--- src/rtl/fetch_queue.sv ---
// fetch_queue: fetch-PC generator plus DEPTH-entry {PC, instr} circular queue feeding decode; build option FETCH_QUEUE_BYPASS_EN.
// Latency: valid_o one cycle after a push into an empty queue; zero cycles with FETCH_QUEUE_BYPASS_EN while empty.
// Backpressure: ready_i low fills the queue, then the fetch PC and entries hold; redirect_i flushes and re-steers.
module fetch_queue #(
    parameter int                    DATA_WIDTH = 32,
    parameter int                    DEPTH      = 4,
    parameter logic [DATA_WIDTH-1:0] RESET_PC   = '0
) (
    input  logic                          clk,
    input  logic                          rst,
    output logic [DATA_WIDTH-1:0]         imem_addr_o,
    input  logic [DATA_WIDTH-1:0]         imem_rdata_i,
    input  logic                          redirect_i,
    input  logic [DATA_WIDTH-1:0]         redirect_pc_i,
    input  logic                          ready_i,
    output logic                          valid_o,
    output logic [DATA_WIDTH-1:0]         Instr_o,
    output logic [DATA_WIDTH-1:0]         PC_o,
    output logic [DATA_WIDTH-1:0]         PCPlus4_o,
    output logic [$clog2(DEPTH+1)-1:0]    count_o
);
    localparam int PW = (DEPTH > 1) ? $clog2(DEPTH) : 1;
    localparam int CW = $clog2(DEPTH + 1);

    typedef struct packed {
        logic [DATA_WIDTH-1:0] pc;
        logic [DATA_WIDTH-1:0] instr;
    } entry_t;

    entry_t                mem [DEPTH];
    entry_t                head;
    logic [DATA_WIDTH-1:0] fetchPc;
    logic [PW-1:0]         rdPtr;
    logic [PW-1:0]         wrPtr;
    logic [CW-1:0]         count;
    logic                  empty;
    logic                  pop;
    logic                  push;
    logic                  writeEn;

    always_comb begin
        empty = (count == '0);
        head  = mem[rdPtr];
`ifdef FETCH_QUEUE_BYPASS_EN
        valid_o = ~redirect_i;
        // Empty queue: present the word being fetched right now.
        if (empty) begin
            head = {fetchPc, imem_rdata_i};
        end
`else
        valid_o = ~empty & ~redirect_i;
`endif
        pop  = ~empty & valid_o & ready_i;
        push = ~redirect_i & ((count < CW'(DEPTH)) | pop);
`ifdef FETCH_QUEUE_BYPASS_EN
        // A bypassed word taken by decode advances the PC but never lands in storage.
        writeEn = push & ~(empty & ready_i);
`else
        writeEn = push;
`endif
    end

    always_ff @(posedge clk) begin
        if (rst) begin
            fetchPc <= RESET_PC;
            rdPtr   <= '0;
            wrPtr   <= '0;
            count   <= '0;
        end else if (redirect_i) begin
            fetchPc <= redirect_pc_i;
            rdPtr   <= '0;
            wrPtr   <= '0;
            count   <= '0;
        end else begin
            if (push) begin
                fetchPc <= fetchPc + DATA_WIDTH'(4);
            end
            if (writeEn) begin
                wrPtr <= wrPtr + PW'(1);
            end
            if (pop) begin
                rdPtr <= rdPtr + PW'(1);
            end
            case ({writeEn, pop})
                2'b10:   count <= count + CW'(1);
                2'b01:   count <= count - CW'(1);
                default: count <= count;
            endcase
        end
    end

    // Storage is deliberately not reset; count/pointers define what is live.
    always_ff @(posedge clk) begin
        if (writeEn && !rst) begin
            mem[wrPtr] <= {fetchPc, imem_rdata_i};
        end
    end

    assign imem_addr_o = fetchPc;
    assign Instr_o     = head.instr;
    assign PC_o        = head.pc;
    assign PCPlus4_o   = head.pc + DATA_WIDTH'(4);
    assign count_o     = count;

endmodule
--- config.mk ---
export PLATFORM = sky130hd
export DESIGN_NAME = fetch_queue
export DESIGN_NICKNAME = d
export VERILOG_FILES = /design/src/rtl/fetch_queue.sv
export SDC_FILE = /design/constraint.sdc
export NUM_CORES = 1
export LEC_CHECK = 0
export ABC_AREA = 0
export CAP_MARGIN = 10
export CORE_MARGIN = 2
export CORE_UTILIZATION = 35
export DETAILED_ROUTE_END_ITERATION = 10
export PLACE_DENSITY = 0.58
export RECOVER_POWER = 100
export REMOVE_ABC_BUFFERS = 1
export SLEW_MARGIN = 5
export SYNTH_ARGS = -nofsm -noshare
export SYNTH_HDL_FRONTEND = slang
export SYNTH_SLANG_ARGS = --single-unit
export TNS_END_PERCENT = 1
--- constraint.sdc ---
create_clock -name clk -period 4.4 [get_ports clk]
set_input_delay 1.32 -clock clk [delete_from_list [all_inputs] [get_ports clk]]
set_output_delay 1.32 -clock clk [all_outputs]
set_load 0.005 [all_outputs]
==> impl_results.md, run 1 <==
- Routed len/inst: 21.2 µm
- Gr ovfl total: 0
- Met3 GRT Util: 0.0402
- Die Y: 190 µm
- RSZ-0062 raised after global routing: true
- Core ar.: 0.0343 mm²
- CTS Sinks: 297
- Cell Area, Synth: 0.0121 mm²
- Largest net degree at the start of global routing: 65
- Final setup vio count: 0
- Critical path required time: 3080 ps
- Clock root buffer: clkbuf_16
- Longest Clk Path Bufs: 3
- Synth Area per Inst: 17.6 µm²
- Vias in the first global route: 7123
- Final ANT Viol Nets: 0
- CP Capture Type: output port
- R2R Setup Slk: 1680 ps
- Clk_lat worst skew: 510 ps
- Non-filler instance count after layout: 1419
- RR Endpoint: mem[1][37]$_DFFE_PP_
- Hold path depth: 2
- Seq/Total Area, Yosys: 0.704
- Hpwl dp: 20200 µm
- Die width: 190 µm
- Via/cell ratio: 5.00
- Part of the cycle the worst path needs: 0.984
- Hold Vio Cnt, Final: 0
- Die area: 0.0360 mm²
- #FFs+latches synth: 297
- 1st-pass router iterations: 5
- Static Leak: 5.33 nW
- CTS tree: yes
- Min cycle time layout: 4330 ps
- First-pass GRT wire length: 45100 µm
- Final WL: 30100 µm
- CTS Buf Count: 35
- Hold Crit Class: reg2reg
- Post-synthesis cell type count: 44
- Maximum VDD drop: 0.000233 V
- Max_slew headroom: -0.224
- Crit Reg-Reg Startpoint: count_o[2]$_SDFFE_PP0P_
- Failing checks: max-capacitance violations, max-slew violations
- H-tree depth: 2
- DRC Markers: 0
- CP Class: reg2out
- Final setup margin: 70.3 ps
- Outcome: finished, violations left
- Count of buffers from port buffering: 199
- Post-Syn Instances: 685
- Pwr Total: 0.00656 W
- Critical Path AT: 3010 ps
- Via count: 7094
- Starting density of the core: 0.352
- Fmax: 0.231 GHz
- Cell Rows: 68
- GRT Total Usage: 0.168
- Met2 Track Usage GR: 0.264
- Max Transition Viols Final: 34
- Pre-CTS setup slack: 158 ps
- Final setup skew: 24.4 ps
- WHS Endpoint: wrPtr[1]$_SDFFE_PP0P_
- Critical path fanouts, max: 8
- R2R depth: 4
- Initial drt markers: 423
- Placed Cells: 1333
- I/O pins: 200
- HP Start: wrPtr[1]$_SDFFE_PP0P_
- Ant diodes: 0
- Maxcap violations: 1
- Pwr dens: 405 mW/mm²
- Share of layout cells above drive strength 1: 0.211
- Crit start category: flop
- Antenna violations before repair: 0
- Met1 Use GR: 0.237
- Synth warn: 0
- Least-Margin Pin Slew: 1840 ps
- Final #Nets: 1013
- P&R area growth vs syn: 33.9%
- GR peak layer: met2
- RD Place Congestion: 0.748
- Clock transition at path regs: 60 ps
## layer usage
| metal | part of all wire | vias up |
|---|---|---|
| li1 | - | 3234 |
| met5 | 0 | - |
| met1 | 0.44 | 3591 |
| met4 | 0.013 | 0 |
| met2 | 0.47 | 242 |
| met3 | 0.072 | 27 |
## per-stage QoR
stage	util	hold WS [ps]	instance area (µm²)	setup TNS (ps)
2_1_floorplan	-	485	11900	-53530
3_3_place_gp	0.431	516	14800	0
3_5_place_dp	0.431	520	14800	0
4_1_cts	0.472	529	16200	-190
5_1_grt	0.472	550	16200	-201
6_report	0.472	532	16200	0
## repair_timing
item	4_1_cts	5_1_grt
endpoints found under the setup margin	25	18
pin swaps	3	5
resized for setup	17	18
buffers inserted	14	8
hold buffers	0	0
## cells by family after synthesis
group | Yosys count | synth area share
mux | 67 | 0.122
xor+xnor | 61 | 0.0442
flops | 297 | 0.704
simple gates | 162 | 0.0776
buf+inv | 47 | 0.0188
fa+ha+maj | 8 | 0.00890
compound gates | 43 | 0.0246
## cells in the final DEF (no fill, tap or decap), types with 4 or more instances in the layout
cell type	instances
nor4_2	7
inv_1	12
a211oi_1	21
nand3_1	18
clkinv_1	6
dlygate4sd3_1	111
nor2_1	37
clkbuf_2	5
clkbuf_16	36
mux4_2	64
bufinv_16	5
and3_1	5
ha_1	6
xnor2_1	45
a21oi_1	11
and3_2	4
dfxtp_1	39
buf_6	4
xor2_1	12
and2_1	5
edfxtp_1	256
nand2_1	34
buf_4	32
nor3_2	6
clkinv_2	7
dlymetal6s2s_1	6
nor4_1	4
clkdlybuf4s50_1	80
clkbuf_1	10
nand4_1	15
## critical path, stage by stage (launching register included)
cell and delay (ps):
dfxtp_4 380, buf_12 150, buf_4 140, mux4_2 380, nand4_4 180, nor4_4 290
buf_4 200, nand4_1 110, xnor2_1 150, clkdlybuf4s50_1 520
## worst max path at each step
stage / slack (ps) / cells after the start / end / startpoint
global route: -90 / 9 / PCPlus4_o[31] / flop
CTS: -50 / 7 / PCPlus4_o[13] / flop
detailed placement: 160 / 7 / PCPlus4_o[17] / flop
global placement: 170 / 7 / PCPlus4_o[17] / flop
floorplan: -1300 / 6 / PCPlus4_o[30] / flop
finish: 70 / 9 / PCPlus4_o[31] / flop
## sequential cells by signal, indices dropped and copies added (netlist names), named ones only
name,count
count_o,3
imem_addr_o,32
wrPtr,2
mem,256
rdPtr,2
## cells in the mapped netlist
cell type,count,share of area
a2111oi_0,1,0.00072
a2111oi_2,1,0.0012
a211oi_1,21,0.013
a21oi_1,11,0.0046
a311oi_1,2,0.0014
and2_1,5,0.0026
and3_1,9,0.0047
and4_1,4,0.0029
buf_1,3,0.00093
buf_2,8,0.0033
buf_4,3,0.0019
buf_6,4,0.0037
clkbuf_1,16,0.0050
dfxtp_1,41,0.068
edfxtp_1,256,0.64
fa_1,1,0.0017
ha_1,7,0.0072
inv_1,12,0.0037
inv_2,1,0.00031
mux2i_1,3,0.0025
mux4_2,64,0.12
nand2_1,35,0.011
nand2b_1,2,0.0010
nand3_1,21,0.0087
nand4_1,15,0.0078
nand4_2,4,0.0041
nor2_1,39,0.012
nor2b_1,1,0.00052
nor3_1,2,0.00083
nor3_2,5,0.0041
nor3b_1,2,0.0012
nor4_1,4,0.0021
nor4_2,8,0.0083
nor4_4,2,0.0035
o2111ai_1,1,0.00072
o211ai_1,1,0.00062
o21ai_0,3,0.0012
o21ai_1,1,0.00041
o21bai_1,1,0.00062
or2_2,1,0.00052
or3_1,2,0.0010
or4_1,1,0.00062
xnor2_1,47,0.034
xor2_1,14,0.010
## power by group
part           switching (W)  total [W]  leakage (nW)  internal, W
Clock                0.00110    0.00293         0.582      0.00183
Sequential         0.0000586    0.00320          2.66      0.00314
Combinational       0.000198   0.000427          2.09     0.000229
Total                0.00136    0.00656          5.33      0.00519
## area by class of cell
cell class / count / area (µm²)
Fill cell: 2981 / 18100
Sequential cell: 297 / 8520
Multi-Input combinational cell: 341 / 3470
Timing Repair Buffer: 249 / 2390
Clock buffer: 42 / 943
Tap cell: 455 / 569
Clock inverter: 22 / 248
Inverter: 13 / 48.8
(Power assumes the default switching activity.)
==> inputs of run 2 (changes only) <==
Settings changed: PLACE_DENSITY 0.58 to default, PLACE_DENSITY_LB_ADDON from default to 0.05.
==> impl_results.md, run 2 (same netlist as run 1, synthesis figures left out) <==
- TNS Setup: 0 ps
- RSZ-0062 raised after global routing: true
- Share of layout cells above drive strength 1: 0.197
- Count of buffers from port buffering: 199
- Crit-path slowest cell: clkdlybuf4s50_1
- Fmax: 0.230 GHz
- Most used cell, CP: buf_12
- Failing checks: max-capacitance violations, max-slew violations
- Flop pwr share: 0.508
- WP depth: 8
- GRT Total Usage: 0.172
- Static Leak: 5.22 nW
- First-pass GRT wire length: 46400 µm
- Longest Clk Path Bufs: 3
- Min cycle time layout: 4350 ps
- CTS Sinks: 297
- Largest net degree at the start of global routing: 53
- Starting density of the core: 0.352
- Maximum VDD drop: 0.000228 V
- 1st-pass router iterations: 4
- DRC Markers: 0
- Most frequent cells in the layout: 256 x edfxtp_1, 133 x dlygate4sd3_1, 64 x mux4_2, 60 x clkdlybuf4s50_1, 45 x xnor2_1
- CTS tree: yes
- Hold Buf Count CTS: 0
- Final ANT Viol Nets: 0
- Core ar.: 0.0343 mm²
- Die area: 0.0360 mm²
- CP Class: reg2out
- CP Cell Sequence: buf_12 > mux4_2 > nand4_4 > nor4_4 > buf_12 > nand4_1 > xnor2_1 > clkdlybuf4s50_1
- H-tree depth: 2
- Crit-path max cell delay: 540 ps
- I/O pins: 200
- Hold path depth: 2
- Crit start category: flop
- Critical Path AT: 3030 ps
- CP delay by family, top: buffers and inverters
- Largest reg by FF count: mem
- Max_slew headroom: -0.0849
- Hold Vio Cnt, Final: 0
- Antenna violations before repair: 0
- Pwr dens: 393 mW/mm²
- P_int: 0.00497 W
- Final Util: 0.467
- Final setup vio count: 0
- Clk_lat worst skew: 510 ps
- Pre-CTS setup slack: 82.5 ps
- Initial drt markers: 403
- Gr ovfl total: 0
- Final setup skew: 17.9 ps
- Critical path fanouts, max: 15
- Die width: 190 µm
- Max Transition Viols Final: 50
- Commonest non-fill, non-tap cell in the layout: edfxtp_1
- Die Y: 190 µm
- Hold Crit Class: reg2reg
- Via/cell ratio: 5.02
- Part of the cycle the worst path needs: 0.989
- Via count: 7061
- Ant diodes: 0
- Hpwl dp: 21300 µm
- Final setup margin: 47.8 ps
- Vias in the first global route: 7571
- Cell Rows: 68
- Routed len/inst: 21.9 µm
- Critical path required time: 3080 ps
- P&R area growth vs syn: 32.5%
- Final WL: 30800 µm
- Sw Share: 0.210
- Clock transition at path regs: 60 ps
- Clock power share: 0.425
- Maxcap violations: 2
- Clock root buffer: clkbuf_16
- Final #Nets: 1005
- Least-Margin Pin Slew: 1630 ps
- Outcome: finished, violations left
- NetSw: 0.00132 W
- R2R depth: 4
- Max reg flops: 256
- CTS Buf Count: 34
- Worst Path Buf+Inv: 3
- RD Place Congestion: 0.746
- CP Capture Type: output port
- Comb power frac: 0.067
run 2: cell types whose count changed in the layout (fill, tap and decap cells not counted), moves of 3 or more:
cell,before,now
buf_12,2,6
clkdlybuf4s50_1,80,60
dlygate4sd3_1,111,133
buf_4,32,25
clkbuf_1,10,14
buf_6,4,1
dlymetal6s2s_1,6,2
bufinv_16,5,2
run 2: path summary, 6_finish.rpt:
kind,from,slack [ps],end
setup reg to reg,count_o[2]$_SDFFE_PP0P_,1600,mem[0][29]$_DFFE_PP_
hold reg to reg,wrPtr[1]$_SDFFE_PP0P_,550,wrPtr[1]$_SDFFE_PP0P_
setup / recovery,flop,50,PCPlus4_o[25]
hold / removal,wrPtr[1]$_SDFFE_PP0P_,550,wrPtr[1]$_SDFFE_PP0P_
run 2: per-stage QoR:
stage               cell area, µm²  power [W]  cells  hold slack, ps
floorplan                    11900    0.00340    651             485
CTS                          16000    0.00641   1402             547
detailed placement           14800    0.00371   1333             538
finish                       16000    0.00630   1407             547
global placement             14800    0.00370   1333             509
global route                 16000    0.00653   1407             562
run 2: final cells by class:
cell class / instances / area, µm²
clock buffers: 46 / 937
clock inverters: 13 / 120
fillers: 2978 / 18300
inverters: 13 / 48.8
multi-input cells: 341 / 3460
flip-flops and latches: 297 / 8520
well taps: 455 / 569
repair buffers: 242 / 2360
run 2: what timing repair did:
| action | CTS | global route |
|---|---|---|
| gates resized for setup | 15 | 16 |
| pin swaps | 4 | 6 |
| setup endpoints to repair | 25 | 21 |
| setup buffers | 10 | 5 |
run 2: worst reg2reg max path, cell delays in order, from the launching register on:
cell,delay [ps]
dfxtp_1,460
nand2_1,150
buf_4,170
and3_1,1200
clkbuf_4,510
run 2: per-layer routing:
layer,vias up,track usage,wire length [µm]
li1,3203,-,-
met1,3619,0.227,13300
met2,192,0.291,15200
met3,47,0.0382,1790
met4,0,0.0432,586
met5,-,0,0
run 2: power groups by stage:
stage	combinational, W	sequential [W]	clock [W]
finish	0.000422	0.00320	0.00268
global route	0.000456	0.00321	0.00287
CTS	0.000456	0.00320	0.00276
detailed placement	0.000447	0.00326	0
global placement	0.000444	0.00325	0
floorplan	0.000153	0.00324	0
